`src/rtl/truth_table_probe_if.sv`:
```
// Signal bundle between the truth-table probe and whatever drives it: the
// control/result handshake plus the three DUE inputs and the DUE output.
interface truth_table_probe_if;
    logic       start;
    logic       busy;
    logic       done;
    logic [7:0] table_out;
    logic       match;
    logic [7:0] mismatch;
    logic       in1;
    logic       in2;
    logic       in3;
    logic       dut_out;

    // The probe itself.
    modport slave (
        input  start,
        input  dut_out,
        output busy,
        output done,
        output table_out,
        output match,
        output mismatch,
        output in1,
        output in2,
        output in3
    );

    // The side that requests sweeps and hosts the gate under evaluation.
    modport master (
        output start,
        output dut_out,
        input  busy,
        input  done,
        input  table_out,
        input  match,
        input  mismatch,
        input  in1,
        input  in2,
        input  in3
    );
endinterface

```
`src/rtl/truth_table_probe.sv`:
```
// Sweeps all eight {in1,in2,in3} vectors into a 3-input gate, samples its output
// after SETTLE cycles per vector and reports the 8-bit truth-table code.
module truth_table_probe #(
    parameter int unsigned SETTLE   = 4,
    parameter logic [7:0]  EXPECTED = 8'hDB
) (
    input  logic               clk,
    input  logic               rst,
    truth_table_probe_if.slave bus
);

    typedef enum logic [1:0] {
        IDLE,
        SWEEP,
        FINISH
    } state_t;

    localparam logic [7:0] SETTLE_LAST = 8'(SETTLE - 1);

    state_t     state_q,    state_d;
    logic [2:0] index_q,    index_d;
    logic [7:0] settle_q,   settle_d;
    logic [7:0] table_q,    table_d;
    logic       match_q,    match_d;
    logic [7:0] mismatch_q, mismatch_d;

    always_comb begin
        state_d    = state_q;
        index_d    = index_q;
        settle_d   = settle_q;
        table_d    = table_q;
        match_d    = match_q;
        mismatch_d = mismatch_q;

        unique case (state_q)
            IDLE: begin
                if (bus.start) begin
                    state_d    = SWEEP;
                    index_d    = 3'd0;
                    settle_d   = 8'd0;
                    table_d    = 8'h00;
                    match_d    = 1'b0;
                    mismatch_d = 8'h00;
                end
            end

            SWEEP: begin
                if (settle_q == SETTLE_LAST) begin
                    table_d[index_q] = bus.dut_out;
                    settle_d         = 8'd0;
                    index_d          = index_q + 3'd1;
                    // Results are formed from the complete table so they appear with done.
                    if (index_q == 3'd7) begin
                        state_d    = FINISH;
                        match_d    = (table_d == EXPECTED);
                        mismatch_d = table_d ^ EXPECTED;
                    end
                end else begin
                    settle_d = settle_q + 8'd1;
                end
            end

            FINISH: begin
                state_d = IDLE;
            end

            default: begin
                state_d = IDLE;
            end
        endcase
    end

    // NOTE: state is updated with non-blocking assignments so every flop samples
    // the pre-edge values computed above, independent of process ordering.
    always_ff @(posedge clk or posedge rst) begin
        if (rst) begin
            state_q    <= IDLE;
            index_q    <= 3'd0;
            settle_q   <= 8'd0;
            table_q    <= 8'h00;
            match_q    <= 1'b0;
            mismatch_q <= 8'h00;
        end else begin
            state_q    <= state_d;
            index_q    <= index_d;
            settle_q   <= settle_d;
            table_q    <= table_d;
            match_q    <= match_d;
            mismatch_q <= mismatch_d;
        end
    end

    // Inputs rest at 000 outside a sweep; busy and done decode straight from state.
    assign {bus.in1, bus.in2, bus.in3} = (state_q == SWEEP) ? index_q : 3'b000;
    assign bus.busy      = (state_q == SWEEP);
    assign bus.done      = (state_q == FINISH);
    assign bus.table_out = table_q;
    assign bus.match     = match_q;
    assign bus.mismatch  = mismatch_q;

endmodule

```
`src/flat_wrapper.sv`:
```
// flat-port wrapper written by rule: the top's interface ports become plain ports
module truth_table_probe_flat 
#(
    parameter int unsigned SETTLE   = 4,
    parameter logic [7:0]  EXPECTED = 8'hDB
)
  (clk, rst, bus_start, bus_dut_out, bus_busy, bus_done, bus_table_out, bus_match, bus_mismatch, bus_in1, bus_in2, bus_in3);
  truth_table_probe_if bus_i ();
  input  logic clk;
  input  logic rst;
  input wire logic [$bits(bus_i.start)-1:0] bus_start;
  input wire logic [$bits(bus_i.dut_out)-1:0] bus_dut_out;
  output wire logic [$bits(bus_i.busy)-1:0] bus_busy;
  output wire logic [$bits(bus_i.done)-1:0] bus_done;
  output wire logic [$bits(bus_i.table_out)-1:0] bus_table_out;
  output wire logic [$bits(bus_i.match)-1:0] bus_match;
  output wire logic [$bits(bus_i.mismatch)-1:0] bus_mismatch;
  output wire logic [$bits(bus_i.in1)-1:0] bus_in1;
  output wire logic [$bits(bus_i.in2)-1:0] bus_in2;
  output wire logic [$bits(bus_i.in3)-1:0] bus_in3;
  assign bus_i.start = bus_start;
  assign bus_i.dut_out = bus_dut_out;
  assign bus_busy = bus_i.busy;
  assign bus_done = bus_i.done;
  assign bus_table_out = bus_i.table_out;
  assign bus_match = bus_i.match;
  assign bus_mismatch = bus_i.mismatch;
  assign bus_in1 = bus_i.in1;
  assign bus_in2 = bus_i.in2;
  assign bus_in3 = bus_i.in3;
  truth_table_probe #(.SETTLE(SETTLE), .EXPECTED(EXPECTED)) u_core (.clk(clk), .rst(rst), .bus(bus_i));
endmodule
```
`config.mk`:
```
export PLATFORM = sky130hd
export DESIGN_NAME = truth_table_probe_flat
export DESIGN_NICKNAME = d
export VERILOG_FILES = /design/src/rtl/truth_table_probe_if.sv /design/src/rtl/truth_table_probe.sv /design/src/flat_wrapper.sv
export SDC_FILE = /design/constraint.sdc
export NUM_CORES = 1
export LEC_CHECK = 0
export ABC_AREA = 1
export CORE_AREA = 10 10 66 68
export DETAILED_ROUTE_END_ITERATION = 10
export DIE_AREA = 0 0 76 78
export DONT_BUFFER_PORTS = 1
export PLACE_DENSITY = 0.69
export REMOVE_ABC_BUFFERS = 1
export SLEW_MARGIN = 20
export SYNTH_ARGS = -nofsm -noshare
export SYNTH_HDL_FRONTEND = slang
export SYNTH_SLANG_ARGS = --single-unit
export TNS_END_PERCENT = 20
```
`constraint.sdc`:
```
create_clock -name clk -period 1.8 [get_ports clk]
set_input_delay 0.27 -clock clk [delete_from_list [all_inputs] [get_ports clk]]
set_output_delay 0.27 -clock clk [all_outputs]
set_load 0.02 [all_outputs]
```
==> run_results.csv <==
group,metric,value,unit
detailed_routing,wl_per_cell,14.5,µm
synth,synth-seq-cells,30,
global_route,grt_pass1_vias,1404,
detailed_routing,ant_nets,0,
placed_design,io_buffers,0,
clocking,cts_buffers,5,
clocking,ctsLongestPathBuffers,2,
timing,slew_violations,0,
detailed_routing,post-route-drc-count,0,
pwr,ir_worst_vdd,0.000911,V
setup_path,crit_fanout,12,
detailed_routing,drtIter0Drc,107,
placed_design,dpl.hpwl,2830,µm
final_layout,fin_util,0.558,
timing,period_minus_slack,1630,ps
placed_design,dp_cells,251,
setup_path,rrSetupSlack,170,ps
final_layout,layout-drive-gt1-share,0.136,
synth,seq_area_frac_synth,0.457,
timing,post-route-period-util,0.908,
outcome,status,"complete, no violations",
floorplan,fp.coreArea,3180,µm²
timing,fmax,0.612,GHz
final_layout,layout.nets,220,
pwr,power.leakage,0.906,nW
worst_hold_path,hold_path.class,"in -> reg",
global_route,grt_usage,0.136,
final_layout,diodes,0,
run,drv_cap,0,
synth,yosysTopAreaCell,"dfrtp_1",
synth,syn_area,1640,µm²
global_route,grt_overflow,0,
synth,yosysWarnings,0,
global_route,grt_antenna_before_repair,0,
setup_path,critPathKind,"reg -> reg",
pwr,finalPower,2.94,mW
floorplan,pin_count,26,
synth,synth_cell_type_count,25,
clocking,cts_setup_buffers,0,
synth,syn_avg_cell_area,7.94,µm²
global_route,grt_max_degree,31,
placed_design,place.gp.congestion,0.895,
clocking,cts_root_buf,"clkbuf_4",
timing,tightest_slew,428,ps
synth,synth_top_cell_area_share,0.457,
clocking,clkTransAtPathRegs,100,ps
floorplan,die_h,78,µm
synth,synth.area.top_cells,"dfrtp_1 46%, nand2_1 16%, nand3_1 8.8%",
final_layout,fill_cells,288,
detailed_routing,vias_per_cell,5.32,
floorplan,fp.dieArea,5930,µm²
clocking,cts_tree,"yes",
clocking,cts.htree.levels,2,
detailed_routing,first_pass_iters,5,
clocking,cts.sinks,30,
final_layout,final_cell_mix,"68 x nand2_1, 30 x dfrtp_1, 29 x nand3_1",
timing,slew_headroom,0.713,
detailed_routing,vias,1382,
global_route,grt_pass1_wl,6770,µm
synth,synthCells,207,
setup_path,cp-end-kind,"flip-flop",
floorplan,start_util,0.517,
floorplan,num_rows,21,
final_layout,instances_no_fill,260,
setup_path,setup.worst_path.start_class,"flip-flop",
timing,hold_viol_final,0,
setup_path,critical_path_arrival,1880,ps
detailed_routing,totalWireLength,3780,µm
timing,rsz0062_at_grt,"yes",
timing,setup_violations,0,
final_layout,mostFrequentLayoutCell,"nand2_1",
setup_path,worstPathRequired,2040,ps
floorplan,die_w,76,µm
timing,finClkSkew,5.11,ps
pwr,power_density,1660,nW/µm²
final_layout,syn2layout_area_growth,7.92,%
clocking,clk_latency,330,ps
metrics by stage:
| step | area [µm²] | setup WS [ps] | hold WS, ps | setup TNS, ps |
|---|---|---|---|---|
| 3_5_place_dp | 1680 | 215 | 263 | 0 |
| 2_1_floorplan | 1580 | 272 | 361 | 0 |
| 5_1_grt | 1770 | -7.78 | 83.4 | -7.78 |
| 4_1_cts | 1770 | 97.0 | 90.0 | 0 |
| 3_3_place_gp | 1680 | 272 | 251 | 0 |
| 6_report | 1770 | 166 | 92.2 | 0 |
synth_stat cells, drive strengths merged:
library cell / instances
nand2: 72
dfrtp: 30
nand3: 29
inv: 17
nor2: 17
o21ai: 12
buf: 8
nand4: 8
a21oi: 3
ha: 3
xor2: 2
a22o: 1
clkinv: 1
nand3b: 1
nor3: 1
o22ai: 1
or2: 1
flip-flops by register name, indices dropped and copies added, names as in the netlist:
register	cells
u_core.bus.mismatch	8
u_core.bus.table_out	8
u_core.settle_q	8
u_core.index_q	3
u_core.state_q	2
u_core.bus.match	1
worst max-delay path: stages, from the launching register on:
cell and delay (ps):
dfrtp_1 390, ha_1 210, nand2_1 110, nor2_4 190, nor2_8 50, nor2_4 210
buf_4 220, nand3_1 80, o21ai_0 90
worst paths after layout:
path / from / to / cells past startpoint
max: u_core.settle_q[0] / u_core.index_q[2] / 8
min: bus_start / u_core.state_q[0] / 2
max reg2reg: u_core.settle_q[0] / u_core.index_q[2] / 8
min reg2reg: u_core.settle_q[0] / u_core.settle_q[0] / 1
max in group asynchronous: rst / u_core.bus.table_out[2] / 3
min in group asynchronous: rst / u_core.bus.mismatch[4] / 3
routing by layer:
metal / share of wire / vias to the layer above / track usage
li1: - / 683 / -
met1: 0.44 / 650 / 0.167
met2: 0.48 / 45 / 0.220
met3: 0.080 / 4 / 0.0403
met4: 0.0069 / 0 / 0.0511
met5: 0 / - / 0
where the power goes:
group,switching [mW],total [mW],internal [mW]
clock network,0.239,0.526,0.287
logic,0.854,1.27,0.415
registers,0.282,1.14,0.859
total,1.37,2.94,1.56
cell families (layout without fill, tap and decap cells):
group                    after synthesis  after routing  synth area share
AND/OR/NAND/NOR                      129            129             0.374
flip-flops                            30             30             0.457
buffers and inverters                 26             33            0.0807
AO/OA/AOI/OAI                         17             17            0.0548
adder cells (fa/ha/maj)                3              3            0.0229
XOR/XNOR                               2              2            0.0107
cell type report:
cell class | instances | area, µm² | share of cell area
clock buffers | 5 | 37.5 | 0.0212
clock inverters | 3 | 40.0 | 0.0226
inverters | 18 | 67.6 | 0.0381
multi-input cells | 151 | 764 | 0.431
flip-flops and latches | 30 | 751 | 0.423
well taps | 46 | 57.6 | 0.0325
repair buffers | 7 | 55.1 | 0.0311
what timing repair did:
item                                    in CTS  in global routing
hold endpoints to repair                    30                  0
hold buffers                                 1                  0
gates resized for setup                      0                  2
endpoints found under the setup margin       0                  3
Note: power is estimated with default switching activity, not from simulation.
==> edit (config.mk and constraints unchanged) <==
Encoding of `state_t`: now one-hot (3 bits for 3 states).
--- a/src/rtl/truth_table_probe.sv
+++ b/src/rtl/truth_table_probe.sv
@@ -11,6 +11,6 @@
 
-    typedef enum logic [1:0] {
-        IDLE,
-        SWEEP,
-        FINISH
+    typedef enum logic [2:0] {
+        IDLE   = 3'b001,
+        SWEEP  = 3'b010,
+        FINISH = 3'b100
     } state_t;
Behaviour: no difference found for any inputs over 10 cycles, from zero or initial values and one cycle with rst high; not proved beyond that.
==> edit against the unedited design <==
  * Combinational power shrank 18%
  * Routed wire length shrank 0.58%
  * Area after synthesis grew 1.8%
  * Critical endpoint is now bus_in2
  * Die area is the same
  * Synthesized cell count shrank 0.97%
  * Final cell count shrank 0.77%
  * Global-route usage shrank 0.51 points
  * Final area shrank 0.35%
  * Power shrank 9.7%
  * Fmax shrank 1.5%
  * Sequential cell count grew 1
  * Worst setup slack lost 26 ps
==> edit: results <==
export IMPL_cell_internal_pwr_w=0.001387
export IMPL_grt_util_met3=0.05991
export IMPL_per_instance_average_area_after_synthesis_um2=8.154
export IMPL_clkSlewWorstSetupHoldPaths_ps=100
export IMPL_outcome="finished clean"
export IMPL_routed_wirelength_um=3754
export IMPL_number_of_nets_in_the_final_layout=218
export IMPL_ys_top_cells_by_area="sky130_fd_sc_hd__dfrtp_1 45%, sky130_fd_sc_hd__nand2_1 13%, sky130_fd_sc_hd__inv_1 5.4%, sky130_fd_sc_hd__nand3_1 4.8%, sky130_fd_sc_hd__o21ai_0 4.8%"
export IMPL_power_in_sequential_cells_w=0.00123
export IMPL_timing_critical_path_from="u_core.state_q[2]"
export IMPL_fillerInstances=307
export IMPL_worstHoldStart="bus_dut_out"
export IMPL_clock_fmax_mhz=602.4
export IMPL_clock_latency_ps=330
export IMPL_slowest_stage="sky130_fd_sc_hd__nor2_1"
export IMPL_drt_iter0_drc=70
export IMPL_hold_path_end="u_core.bus.mismatch[7]"
export IMPL_cts_inserted_buffers=5
export IMPL_grt_pass1_vias=1420
export IMPL_hpwlAfterDp_um=2895
export IMPL_post_place_cells=249
export IMPL_hold_depth=3
export IMPL_detailedPlace_worstSlack_ps=144.0
export IMPL_antennaDiodeCount=0
export IMPL_ys_top_cells_by_count="57 x sky130_fd_sc_hd__nand2_1, 30 x sky130_fd_sc_hd__dfrtp_1, 24 x sky130_fd_sc_hd__inv_1, 16 x sky130_fd_sc_hd__nand3_1, 16 x sky130_fd_sc_hd__o21ai_0"
export IMPL_grt_start_max_net_pins=32
export IMPL_drtPass1Iterations=4
export IMPL_ys_types=31
export IMPL_first_pass_grt_wire_length_um=6451
export IMPL_final_layout_size_suffix_gt1_frac=0.1179
export IMPL_drt_wirelength_per_cell_um=14.55
export IMPL_global_route_usage_total=0.1310
export IMPL_power_switching_share=0.4769
export IMPL_h_tree_depth=2
export IMPL_cellLeakagePower_nw=0.8734
export IMPL_routed_wl_met2_um=2012
export IMPL_grt_met1_usage=0.1308
export IMPL_pg_comb_w=0.00104
export IMPL_max_vdd_drop_mv=0.6552
export IMPL_vias_per_cell=5.329
export IMPL_synth_ff_type="sky130_fd_sc_hd__dfrtp_1"
export IMPL_crit_path_end="bus_in2"
export IMPL_worst_slew_pin_transition_ps=448.6
export IMPL_met3WireLength_um=274
export IMPL_grt_use_met2=0.2406
export IMPL_rr_worst_depth=9
export IMPL_r2r_end="u_core.bus.match"
export IMPL_finalClockSkew_ps=9.946
export IMPL_met1_routed_wirelength_after_detailed_routing_um=1434
export IMPL_crit_path_max_fanout=9
export IMPL_pwr_density_cell_nw_per_um2=1501
export IMPL_sequential_element_share_of_the_synthesized_area=0.4648
export IMPL_whs_ps=136.6
export IMPL_cp_data_arrival_time_ps=1390
export IMPL_finalWeightedCongestion=0.8551
export IMPL_placed_area_um2=1705
## edit: changes by cell type after synthesis, sizes merged, moves of 2 or more
cell / unedited run / this run
buf: 8 / 5
inv: 17 / 27
nand2: 72 / 60
nand3: 29 / 18
nand4: 8 / 6
nor2: 17 / 13
o21a: 0 / 3
o21ai: 12 / 24
o22ai: 1 / 3
## edit: cell families after synthesis
kind of cell / share of synthesized area
xor gates and xnor gates: 0.01572
AOI/OAI and AO/OA: 0.1220
adders and majority gates: 0.02246
and+or+nand+nor: 0.2852
buffers and inverters: 0.08982
DFF: 0.4648
## edit: final cells by class
class | count | share of cell area
sequential | 31 | 0.4405
multi-input combinational | 142 | 0.4214
clock inverter | 1 | 0.002833
timing repair buffer | 4 | 0.01841
inverter | 27 | 0.05878
clock buffer | 7 | 0.02550
tap | 46 | 0.03258
## edit: worst min-delay path, cell delays in order
cell and delay (ps):
sky130_fd_sc_hd__o21ai_0 60, sky130_fd_sc_hd__nand2_1 60, sky130_fd_sc_hd__nand2_1 40
